**src/rtl/timer_apb_arbiter.sv**
```systemverilog
`default_nettype none
// ============================================================================
//  Module      : timer_apb_arbiter
//  Description : Round-robin arbiter giving two req/ack requesters access to
//                a single APB timer slave. Runs SETUP/ACCESS toward the slave,
//                returns read data and error status, and aborts transfers
//                whose slave holds PREADY low for TIMEOUT wait cycles.
//  Revision    : 1.0 - initial release
// ============================================================================
module timer_apb_arbiter #(
    parameter int APB_ADDR_WIDTH = 12,
    parameter int APB_DATA_WIDTH = 32,
    parameter int TIMEOUT        = 16
) (
    input  logic                      HCLK,
    input  logic                      HRESET,
    // requester side
    input  logic [1:0]                req_i,
    input  logic [1:0]                we_i,
    input  logic [APB_ADDR_WIDTH-1:0] addr0_i,
    input  logic [APB_ADDR_WIDTH-1:0] addr1_i,
    input  logic [APB_DATA_WIDTH-1:0] wdata0_i,
    input  logic [APB_DATA_WIDTH-1:0] wdata1_i,
    output logic [1:0]                ack_o,
    output logic                      err_o,
    output logic [APB_DATA_WIDTH-1:0] rdata0_o,
    output logic [APB_DATA_WIDTH-1:0] rdata1_o,
    // APB master side
    output logic                      PSEL,
    output logic                      PENABLE,
    output logic                      PWRITE,
    output logic [APB_ADDR_WIDTH-1:0] PADDR,
    output logic [APB_DATA_WIDTH-1:0] PWDATA,
    input  logic [APB_DATA_WIDTH-1:0] PRDATA,
    input  logic                      PREADY,
    input  logic                      PSLVERR
);

    // Wait counter only needs to hold TIMEOUT itself; keep at least one bit
    // so the logic stays well formed when the watchdog is disabled.
    localparam int c_cnt_width = (TIMEOUT < 1) ? 1 : $clog2(TIMEOUT + 1);
    localparam logic [c_cnt_width-1:0] c_cnt_limit = c_cnt_width'(TIMEOUT);
    localparam logic [c_cnt_width-1:0] c_cnt_one   = c_cnt_width'(1);
    localparam logic [c_cnt_width-1:0] c_cnt_max   = {c_cnt_width{1'b1}};
    localparam bit                     c_wdog_en   = (TIMEOUT != 0);

    typedef enum logic [1:0] {
        IDLE   = 2'd0,
        SETUP  = 2'd1,
        ACCESS = 2'd2
    } state_t;

    // Registered state and outputs
    state_t                    r_state;
    logic                      r_last_grant;
    logic                      r_grant;
    logic [c_cnt_width-1:0]    r_wait_cnt;
    logic [1:0]                r_ack;
    logic                      r_err;
    logic [APB_DATA_WIDTH-1:0] r_rdata0;
    logic [APB_DATA_WIDTH-1:0] r_rdata1;
    logic                      r_psel;
    logic                      r_penable;
    logic                      r_pwrite;
    logic [APB_ADDR_WIDTH-1:0] r_paddr;
    logic [APB_DATA_WIDTH-1:0] r_pwdata;

    // Next-state values
    state_t                    w_state_nxt;
    logic                      w_last_grant_nxt;
    logic                      w_grant_nxt;
    logic [c_cnt_width-1:0]    w_wait_cnt_nxt;
    logic [1:0]                w_ack_nxt;
    logic                      w_err_nxt;
    logic [APB_DATA_WIDTH-1:0] w_rdata0_nxt;
    logic [APB_DATA_WIDTH-1:0] w_rdata1_nxt;
    logic                      w_psel_nxt;
    logic                      w_penable_nxt;
    logic                      w_pwrite_nxt;
    logic [APB_ADDR_WIDTH-1:0] w_paddr_nxt;
    logic [APB_DATA_WIDTH-1:0] w_pwdata_nxt;

    // Candidate winner: a lone requester wins, a tie goes to the one that
    // was not served last.
    logic w_pick;
    assign w_pick = (req_i == 2'b11) ? ~r_last_grant : req_i[1];

    // Next-state, bus and completion logic for the IDLE/SETUP/ACCESS sequence
    always_comb begin
        w_state_nxt      = r_state;
        w_last_grant_nxt = r_last_grant;
        w_grant_nxt      = r_grant;
        w_wait_cnt_nxt   = r_wait_cnt;
        w_ack_nxt        = 2'b00;
        w_err_nxt        = 1'b0;
        w_rdata0_nxt     = r_rdata0;
        w_rdata1_nxt     = r_rdata1;
        w_psel_nxt       = r_psel;
        w_penable_nxt    = r_penable;
        w_pwrite_nxt     = r_pwrite;
        w_paddr_nxt      = r_paddr;
        w_pwdata_nxt     = r_pwdata;

        case (r_state)
            IDLE: begin
                // During an ack cycle the served requester is still dropping
                // req, so arbitration waits one cycle.
                if ((r_ack == 2'b00) && (req_i != 2'b00)) begin
                    w_grant_nxt      = w_pick;
                    w_last_grant_nxt = w_pick;
                    w_pwrite_nxt     = we_i[w_pick];
                    w_paddr_nxt      = w_pick ? addr1_i  : addr0_i;
                    w_pwdata_nxt     = w_pick ? wdata1_i : wdata0_i;
                    w_psel_nxt       = 1'b1;
                    w_penable_nxt    = 1'b0;
                    w_state_nxt      = SETUP;
                end
            end

            SETUP: begin
                w_penable_nxt = 1'b1;
                w_state_nxt   = ACCESS;
            end

            ACCESS: begin
                if (PREADY) begin
                    w_ack_nxt[r_grant] = 1'b1;
                    w_err_nxt          = PSLVERR;
                    if (!r_pwrite) begin
                        if (r_grant) begin
                            w_rdata1_nxt = PRDATA;
                        end else begin
                            w_rdata0_nxt = PRDATA;
                        end
                    end
                    w_psel_nxt     = 1'b0;
                    w_penable_nxt  = 1'b0;
                    w_pwrite_nxt   = 1'b0;
                    w_paddr_nxt    = '0;
                    w_pwdata_nxt   = '0;
                    w_wait_cnt_nxt = '0;
                    w_state_nxt    = IDLE;
                end else if (c_wdog_en && (r_wait_cnt == c_cnt_limit)) begin
                    // Watchdog abort: report an error, leave read data alone.
                    w_ack_nxt[r_grant] = 1'b1;
                    w_err_nxt          = 1'b1;
                    w_psel_nxt         = 1'b0;
                    w_penable_nxt      = 1'b0;
                    w_pwrite_nxt       = 1'b0;
                    w_paddr_nxt        = '0;
                    w_pwdata_nxt       = '0;
                    w_wait_cnt_nxt     = '0;
                    w_state_nxt        = IDLE;
                end else if (r_wait_cnt != c_cnt_max) begin
                    w_wait_cnt_nxt = r_wait_cnt + c_cnt_one;
                end
            end

            default: begin
                w_psel_nxt     = 1'b0;
                w_penable_nxt  = 1'b0;
                w_pwrite_nxt   = 1'b0;
                w_paddr_nxt    = '0;
                w_pwdata_nxt   = '0;
                w_wait_cnt_nxt = '0;
                w_state_nxt    = IDLE;
            end
        endcase
    end

    // State and output registers; reset leaves requester 0 winning the first tie
    always_ff @(posedge HCLK) begin
        if (HRESET) begin
            r_state      <= IDLE;
            r_last_grant <= 1'b1;
            r_grant      <= 1'b0;
            r_wait_cnt   <= '0;
            r_ack        <= 2'b00;
            r_err        <= 1'b0;
            r_rdata0     <= '0;
            r_rdata1     <= '0;
            r_psel       <= 1'b0;
            r_penable    <= 1'b0;
            r_pwrite     <= 1'b0;
            r_paddr      <= '0;
            r_pwdata     <= '0;
        end else begin
            r_state      <= w_state_nxt;
            r_last_grant <= w_last_grant_nxt;
            r_grant      <= w_grant_nxt;
            r_wait_cnt   <= w_wait_cnt_nxt;
            r_ack        <= w_ack_nxt;
            r_err        <= w_err_nxt;
            r_rdata0     <= w_rdata0_nxt;
            r_rdata1     <= w_rdata1_nxt;
            r_psel       <= w_psel_nxt;
            r_penable    <= w_penable_nxt;
            r_pwrite     <= w_pwrite_nxt;
            r_paddr      <= w_paddr_nxt;
            r_pwdata     <= w_pwdata_nxt;
        end
    end

    assign ack_o    = r_ack;
    assign err_o    = r_err;
    assign rdata0_o = r_rdata0;
    assign rdata1_o = r_rdata1;
    assign PSEL     = r_psel;
    assign PENABLE  = r_penable;
    assign PWRITE   = r_pwrite;
    assign PADDR    = r_paddr;
    assign PWDATA   = r_pwdata;

endmodule
`default_nettype wire

```
**config.mk**
```make
export PLATFORM = sky130hd
export DESIGN_NAME = timer_apb_arbiter
export DESIGN_NICKNAME = d
export VERILOG_FILES = /design/src/rtl/timer_apb_arbiter.sv
export SDC_FILE = /design/constraint.sdc
export NUM_CORES = 1
export LEC_CHECK = 0
export BUFFER_PORTS_ARGS = -buffer_cell sky130_fd_sc_hd__buf_2
export CAP_MARGIN = 30
export CORE_ASPECT_RATIO = 0.6
export CORE_MARGIN = 3
export CORE_UTILIZATION = 35
export DETAILED_ROUTE_END_ITERATION = 16
export GPL_TIMING_DRIVEN = 1
export PLACE_DENSITY_LB_ADDON = 0.08
export SYNTH_ARGS = -nofsm -noshare
export SYNTH_HDL_FRONTEND = slang
export SYNTH_SLANG_ARGS = --single-unit
```
**constraint.sdc**
```tcl
create_clock -name HCLK -period 2.05 [get_ports HCLK]
set_input_delay 0.1025 -clock HCLK [delete_from_list [all_inputs] [get_ports HCLK]]
set_output_delay 0.1025 -clock HCLK [all_outputs]
set_load 0.02 [all_outputs]
```
======== Yosys cells after proc, flatten, opt, wreduce, memory -nomap -nowiden ========
Index checks and enable logic that the tools add are counted.
operators by class
  muxes and demuxes ....................... 35
  shifts and indexed selects .............. 0
  bitwise operators ....................... 6
  $add $sub $neg .......................... 1
  multiply operators ...................... 0
  divide/modulo/power cells ............... 0
  reductions and logical operators ........ 13
  magnitude comparators ................... 3
  equal/unequal tests ..................... 8
operators by type and width
  operator             number
  $mux 32              4
  $pmux 32 s3          1
  $mux 12              4
  $pmux 12 s3          1
  $mux 5               3
  $mux 1               11
  $mux 2               5
  $pmux 5 s2           1
  $pmux 1 s3           3
  $reduce_and 4->1     2
  $not 1->1            6
  $pmux 2 s3           1
  $reduce_and 2->1     3
  $add 5x1->5 const B  1
  $eq 5x5->1 const B   1
  $ne 5x5->1 const B   1
  $eq 2x2->1 const B   2
  $logic_not 2->1      2
  $lt 1x2->1 const B   2
  $ne 4x4->1 const B   1
  $reduce_or 2->1      2
  $ne 3x3->1 const B   1
  $reduce_and 3->1     1
  $eq 2x1->1 const B   1
  other kinds (5)      6
storage, ports and cells
  ROM bits ................................ 0
  logic and storage cells ................. 79
  latch bits .............................. 0
  output and inout bits ................... 114
  bits in registers ....................... 123
  bits in writable memories ............... 0
  input bits .............................. 128
  memories kept ........................... 0

======== Longest topological paths before layout ========
Gate-level depths: netlist of the first run.
  depth in word-level cells ............... 6
  gate-level depth with buffers ........... 7
  depth with buffers taken out ............ 7

======== Worst setup path after synthesis of the first run ========
Ideal clock, no wire load.
  kind .................................... reg-to-reg
  start point ............................. register r_wait_cnt[1]
  end point ............................... register r_wait_cnt[3]
  required time ........................... 1.991 ns
  data arrival time ....................... 1.744 ns
  setup time .............................. 0.059 ns
  path slack .............................. 0.246 ns
  cell stages (with the launch flop) ...... 8
  path through ............................ dfxtp_1 -> ha_1 -> and3_1 -> ha_1 -> or4b_1 -> o22ai_1 -> a21o_1 -> a22o_1
on the way
  word-level cells in the longest chain between the ends .. 5
  elaborated cells between the ends (all ways) .. 9
RTL lines
  what                      RTL line  text
  start: declaration        57        logic [c_cnt_width-1:0] r_wait_cnt;
  start signal: assignment  191       r_wait_cnt <= w_wait_cnt_nxt;
  $add 5x1->5               155       w_wait_cnt_nxt = r_wait_cnt + c_cnt_one;
  $mux 5                    154       end else if (r_wait_cnt != c_cnt_max) begin
  $mux 5                    143       end else if (c_wdog_en && (r_wait_cnt == c_cnt_limit)) begin
  $mux 5                    126       if (PREADY) begin
  $pmux 5 s2                104       case (r_state)
Several ways; a longest one is shown, not always the timed one. The select of a mux whose other input is x is not followed.
A chain may end at the register's enable or synchronous reset.

======== Worst setup path after layout of the first run ========
Same ends and word-level chain as after synthesis.

==> flow_summary.json, run 1 <==
{
  "synth-edff-count": 0,
  "grt_max_degree": 51,
  "critPathMaxStageDelay_ns": 0.49,
  "routed_via_density": 4.61,
  "cts_sinks": 122,
  "min-delay-start": "wdata1_i[26]",
  "grt_remaining_overflow": 0,
  "post_cts_buffers": 0,
  "powerDensity_mw_per_mm2": 860,
  "r2r_end": "r_wait_cnt[3]$_SDFFE_PP0P_",
  "hold_depth": 3,
  "yosysWarnings": 0,
  "ant_nets": 0,
  "worstPathBufferInverterCount": 0,
  "synthesis.area_mm2": 0.00506,
  "fin_worst_skew_ns": 0.0116,
  "io_pins": 242,
  "worstSetupPathType": "flop to flop",
  "tns_ns": 0,
  "antenna_found_initial": 0,
  "crit_top_cell": "ha_1",
  "reg2reg_from": "r_wait_cnt[1]$_SDFFE_PP0P_",
  "drive_above_1_share_pct": 36.3,
  "ys_types": 45,
  "startpoint_type": "flop",
  "wl_um": 15400,
  "fin_total_pwr_uw": 6790,
  "crit_path_max_fanout": 5,
  "synth.area.top_cells": "dfxtp_1, nand2_1, a21oi_1",
  "rsz0062_at_grt": "no",
  "dr.pass1.iters": 5,
  "yosys.area.top_type": "dfxtp_1",
  "nets": 1003,
  "area_delta_synth_final_pct": 55.9,
  "cts_tree": "built",
  "track_usage_pct": 19.0,
  "outcome": "finished clean",
  "mostFrequentLayoutCells": "buf_2, nand2_1, dfxtp_1",
  "die-height_um": 99.1,
  "crit_chain": "ha_1 -> and3_1 -> ha_1 -> or4b_4 -> o22ai_4 -> a21o_1 -> a22o_1",
  "crit_slowest_cell": "or4b_4",
  "dp_hpwl_um": 10400,
  "layout_commonest_cell": "buf_2",
  "initial_core_util_pct": 36.5,
  "setup_violations": 0,
  "slew_viol_final": 0,
  "portBuffers": 241,
  "synthFlopType": "dfxtp_1",
  "reg2regPathDepth": 7,
  "r2r_slack_ns": 0.16,
  "netlist_instances": 554,
  "htreeDepth": 4,
  "synth_top_area_share_pct": 48.3,
  "cts_max_path_buffers": 2,
  "antenna-diode-count": 0,
  "cellLeakagePower_uw": 0.00366,
  "final_hold_viol_count": 0,
  "ir_worst_vdd_uv": 486,
  "crit_family": "simple AND/OR/NAND/NOR gates",
  "clockRootBuffer": "clkbuf_16",
  "fin_crit_ns": 1.89,
  "grt_pass1_vias": 5037,
  "async_flop_share_pct": 0,
  "holdPathEnd": "PWDATA[26]$_SDFFE_PP0P_",
  "maxCapViolCount": 0,
  "clkTransAtPathRegs_ns": 0.05,
  "post-route-period-util_pct": 92.2,
  "die_w_um": 161,
  "cp-end-kind": "flop",
  "fmax_ghz": 0.529,
  "insertion_delay_ns": 0.41,
  "wl_per_cell_um": 14.3,
  "dp_cells": 961,
  "stdcell_count": 1077,
  "required_ns": 2.40,
  "synthesis.nets": 685,
  "seq_area_frac_synth_pct": 48.3,
  "gp_congestion": 0.775,
  "hold_class": "input pin to flop",
  "drcViolationCount": 0,
  "relSlewSlack_pct": 59.8,
  "numCtsBuffers": 17,
  "syn_area_per_cell_um2": 9.13,
  "num_vias": 4964,
  "fin_util_pct": 56.9,
  "ys_ff_latch": 122,
  "detailedRoute.firstIterationViolations": 234,
  "arrival_ns": 2.24,
  "die_area_mm2": 0.0160,
  "core_area_mm2": 0.0139,
  "rows": 33,
  "grt_first_pass_wirelength_um": 24700,
  "worst_pin_slew_ns": 0.602
}
-- state kept, by name, indices dropped and copies added, names as in the netlist --
signal and flops:
ack_o 2, PENABLE 1, rdata0_o 32, PADDR 12, PSEL 1, r_last_grant 1
PWDATA 32, err_o 1, rdata1_o 32, r_state 1, r_wait_cnt 5, r_grant 1
PWRITE 1
-- cell families after synthesis --
group                      synth area share, %
buffers and inverters                     5.42
AOI/OAI and AO/OA                         15.7
and+or+nand+nor                           19.4
adders and majority gates                0.742
DFF                                       48.3
muxes                                     10.5
-- worst max-delay path by stage --
stage | depth (start not counted) | endpoint | slack (ns) | startpoint
after floorplan | 7 | r_wait_cnt[3]$_SDFFE_PP0P_ | 0.25 | r_wait_cnt[1]$_SDFFE_PP0P_
after global placement | 7 | r_wait_cnt[3]$_SDFFE_PP0P_ | 0.13 | r_wait_cnt[1]$_SDFFE_PP0P_
after detailed placement | 7 | r_wait_cnt[3]$_SDFFE_PP0P_ | 0.05 | r_wait_cnt[1]$_SDFFE_PP0P_
after CTS | 5 | PADDR[10]$_SDFFE_PP0P_ | 0.03 | r_last_grant$_SDFFE_PP1P_
after global routing | 7 | r_wait_cnt[3]$_SDFFE_PP0P_ | 0.02 | r_wait_cnt[1]$_SDFFE_PP0P_
final | 7 | r_wait_cnt[3]$_SDFFE_PP0P_ | 0.16 | r_wait_cnt[1]$_SDFFE_PP0P_
-- tightest hold or removal path: stages --
cell and delay (ns):
buf_2 0.07, mux2i_1 0.06, o2bb2ai_1 0.14
-- cell type report --
| cell class | count | area [µm²] |
|---|---|---|
| Tap cell | 192 | 240 |
| Inverter | 5 | 18.8 |
| Fill cell | 1278 | 5980 |
| Sequential cell | 122 | 2440 |
| Clock buffer | 19 | 433 |
| Timing Repair Buffer | 338 | 2190 |
| Multi-Input combinational cell | 388 | 2370 |
| Clock inverter | 13 | 193 |
-- cells in the mapped netlist, types with 2 or more instances --
| cell | count |
|---|---|
| a21oi_1 | 86 |
| a22o_1 | 3 |
| and2_1 | 2 |
| buf_2 | 14 |
| buf_4 | 6 |
| buf_6 | 7 |
| clkbuf_1 | 11 |
| dfxtp_1 | 122 |
| ha_1 | 3 |
| inv_1 | 5 |
| mux2_2 | 10 |
| mux2_4 | 10 |
| mux2i_1 | 27 |
| nand2_1 | 169 |
| nand3_1 | 2 |
| nor2_1 | 6 |
| nor2b_1 | 19 |
| o2bb2ai_1 | 24 |
| o2bb2ai_2 | 2 |
-- through the flow --
stage | area (µm²) | setup WS (ns) | hold slack (ns)
2_1_floorplan | 5060 | 0.246 | 0.194
3_5_place_dp | 6400 | 0.0479 | 0.350
3_3_place_gp | 6400 | 0.129 | 0.344
6_report | 7890 | 0.159 | 0.0143
4_1_cts | 7870 | 0.0333 | 0.0140
5_1_grt | 7890 | 0.0223 | 0.0515
-- metal layers --
metal	up-vias	wire (µm)	track usage [%]
met5	-	0	0
met4	0	288	7.07
met3	22	973	4.95
met2	161	7220	31.7
met1	2263	6910	24.0
li1	2518	-	-
-- power by group --
| group | switching (µW) | total [µW] | internal, µW |
|---|---|---|---|
| clock | 1100 | 3150 | 2050 |
| sequential | 79.3 | 2580 | 2500 |
| combinational | 548 | 1050 | 504 |
| total | 1730 | 6790 | 5050 |
-- what timing repair did --
action	in CTS	in global routing
gates resized for setup	0	4
setup endpoints to repair	0	6
endpoints found under the hold margin	91	0
hold buffers	84	0
(Power assumes the default switching activity.)
==> run 2, diff against run 1 <==
--- a/config.mk
+++ b/config.mk
@@ -9,10 +9,11 @@
 export CAP_MARGIN = 30
 export CORE_ASPECT_RATIO = 0.6
 export CORE_MARGIN = 3
-export CORE_UTILIZATION = 35
+export CORE_UTILIZATION = 46
 export DETAILED_ROUTE_END_ITERATION = 16
 export GPL_TIMING_DRIVEN = 1
 export PLACE_DENSITY_LB_ADDON = 0.08
+export SETUP_SLACK_MARGIN = 0.1
 export SYNTH_ARGS = -nofsm -noshare
 export SYNTH_HDL_FRONTEND = slang
 export SYNTH_SLANG_ARGS = --single-unit
==> run 2 against run 1 <==
Net effect:
- die area is 23% lower
- design area shrank 2.3%
- via count is 2.2% higher
- sequential share of layout area grew 0.75 points
- combinational power about the same
- setup slack got worse by 0.031 ns
- cell count fell by 6.1%
- global-route usage is 6.0 points higher
- sequential power hardly changed
- clock power fell by 3%
- register-to-register slack got worse by 0.03 ns
- largest cell class unchanged
==> flow_summary.json, run 2 (synthesized netlist as in run 1, its figures left out) <==
{
  "wl_um": 15700,
  "layout_commonest_cell": "buf_2",
  "hold_class": "input pin to flop",
  "rsz0062_at_grt": "yes",
  "mostFrequentLayoutCells": "buf_2, nand2_1, dfxtp_1",
  "die-height_um": 87.2,
  "die_w_um": 141,
  "cp-end-kind": "flop",
  "tns_ns": 0,
  "powerDensity_mw_per_mm2": 866,
  "fmax_ghz": 0.520,
  "portBuffers": 241,
  "initial_core_util_pct": 49.3,
  "slew_viol_final": 0,
  "holdPathEnd": "PWDATA[21]$_SDFFE_PP0P_",
  "maxCapViolCount": 0,
  "startpoint_type": "flop",
  "ir_worst_vdd_uv": 731,
  "grt_pass1_vias": 5101,
  "wl_per_cell_um": 15.5,
  "fin_crit_ns": 1.92,
  "reg2reg_from": "r_wait_cnt[0]$_SDFFE_PP0P_",
  "crit_top_cell": "ha_2",
  "clockRootBuffer": "clkbuf_16",
  "r2r_end": "r_wait_cnt[3]$_SDFFE_PP0P_",
  "dp_hpwl_um": 9840,
  "io_pins": 242,
  "hold_depth": 3,
  "reg2regPathDepth": 7,
  "clkTransAtPathRegs_ns": 0.06,
  "cts_tree": "built",
  "detailedRoute.firstIterationViolations": 196,
  "drive_above_1_share_pct": 36.8,
  "routed_via_density": 5.02,
  "gp_congestion": 0.738,
  "worst_slack_ns": 0.128,
  "numCtsBuffers": 17,
  "die_area_mm2": 0.0123,
  "setup_violations": 0,
  "drcViolationCount": 0,
  "grt_first_pass_wirelength_um": 24600,
  "ant_nets": 0,
  "required_ns": 2.40,
  "relSlewSlack_pct": 61.3,
  "cellLeakagePower_uw": 0.00361,
  "crit_slowest_cell": "or4b_4",
  "dr.pass1.iters": 4,
  "track_usage_pct": 25.0,
  "core_area_mm2": 0.0103,
  "critPathMaxStageDelay_ns": 0.49,
  "worst_pin_slew_ns": 0.580,
  "final_hold_viol_count": 0,
  "worstSetupPathType": "flop to flop",
  "antenna-diode-count": 0,
  "final_cell_area_mm2": 0.00771,
  "insertion_delay_ns": 0.40,
  "min-delay-start": "wdata0_i[21]",
  "grt_max_degree": 52,
  "r2r_slack_ns": 0.13,
  "post_cts_buffers": 0,
  "fin_worst_skew_ns": 0.0111,
  "cts_max_path_buffers": 2,
  "post-route-period-util_pct": 93.8,
  "num_vias": 5073,
  "rows": 28,
  "crit_path_max_fanout": 5,
  "antenna_found_initial": 0,
  "place_area_mm2": 0.00629,
  "htreeDepth": 4,
  "crit_chain": "ha_2 -> and3_1 -> ha_2 -> or4b_4 -> o22ai_4 -> a21o_1 -> a22o_1",
  "area_delta_synth_final_pct": 52.3,
  "cts_sinks": 122,
  "outcome": "finished clean",
  "grt_remaining_overflow": 0,
  "nets": 994,
  "arrival_ns": 2.27,
  "dp_slack_ns": 0.0670
}
[run 2: changes by cell type in the layout (fill, tap and decap cells not counted), moves of 2 or more]
cell,before,now
dlygate4sd3_1,84,78
ha_2,0,2
ha_1,3,1
buf_4,9,7
[run 2: critical path, delay by kind of cell (launching register included)]
family                   cells  cell delay, ns
AO/OA/AOI/OAI                3            0.44
adder cells (fa/ha/maj)      2            0.41
flip-flops                   1            0.36
AND/OR/NAND/NOR              2            0.67
[run 2: final cells by class]
type | count | area [µm²]
clock buffers | 19 | 443
fillers | 758 | 2560
repair buffers | 329 | 2100
multi-input cells | 388 | 2370
well taps | 135 | 169
flip-flops and latches | 122 | 2440
clock inverters | 13 | 166
inverters | 5 | 18.8
[run 2: what timing repair did]
action | 4_1_cts | 5_1_grt
pin swaps | 0 | 1
gates resized for setup | 1 | 5
hold buffers | 78 | 0
hold endpoints to repair | 89 | 0
setup endpoints to repair | 4 | 4
[run 2: stage by stage]
stage          utilization, %  total power [µW]  instances  hold slack [ns]
6_report                 75.1              6670       1011           0.0135
5_1_grt                  75.1              6940       1011          0.00833
4_1_cts                  74.9              6710       1011        0.0000609
3_5_place_dp             61.3              3530        901            0.356
3_3_place_gp             61.3              3510        901            0.346
2_1_floorplan               -              3210        554            0.194
[run 2: report_power, final]
group | internal [µW] | switching [µW]
registers | 2500 | 78.8
clock network | 1950 | 1100
logic | 486 | 553
[run 2: worst max path at each step]
stage	startpoint	endpoint	slack (ns)
after CTS	r_wait_cnt[1]$_SDFFE_PP0P_	r_wait_cnt[3]$_SDFFE_PP0P_	0.16
final	r_wait_cnt[0]$_SDFFE_PP0P_	r_wait_cnt[3]$_SDFFE_PP0P_	0.13
after floorplan	r_wait_cnt[1]$_SDFFE_PP0P_	r_wait_cnt[3]$_SDFFE_PP0P_	0.25
after detailed placement	r_wait_cnt[1]$_SDFFE_PP0P_	r_wait_cnt[3]$_SDFFE_PP0P_	0.07
after global placement	r_wait_cnt[1]$_SDFFE_PP0P_	r_wait_cnt[3]$_SDFFE_PP0P_	0.14
after global routing	r_wait_cnt[0]$_SDFFE_PP0P_	r_wait_cnt[3]$_SDFFE_PP0P_	0.07
[run 2: routing by layer]
metal | global-route usage, % | vias to the layer above | part of all wire [%]
li1 | - | 2497 | -
met1 | 30.1 | 2342 | 41
met2 | 42.7 | 204 | 49
met3 | 6.47 | 30 | 7.2
met4 | 11.0 | 0 | 2.0
met5 | 0 | - | 0
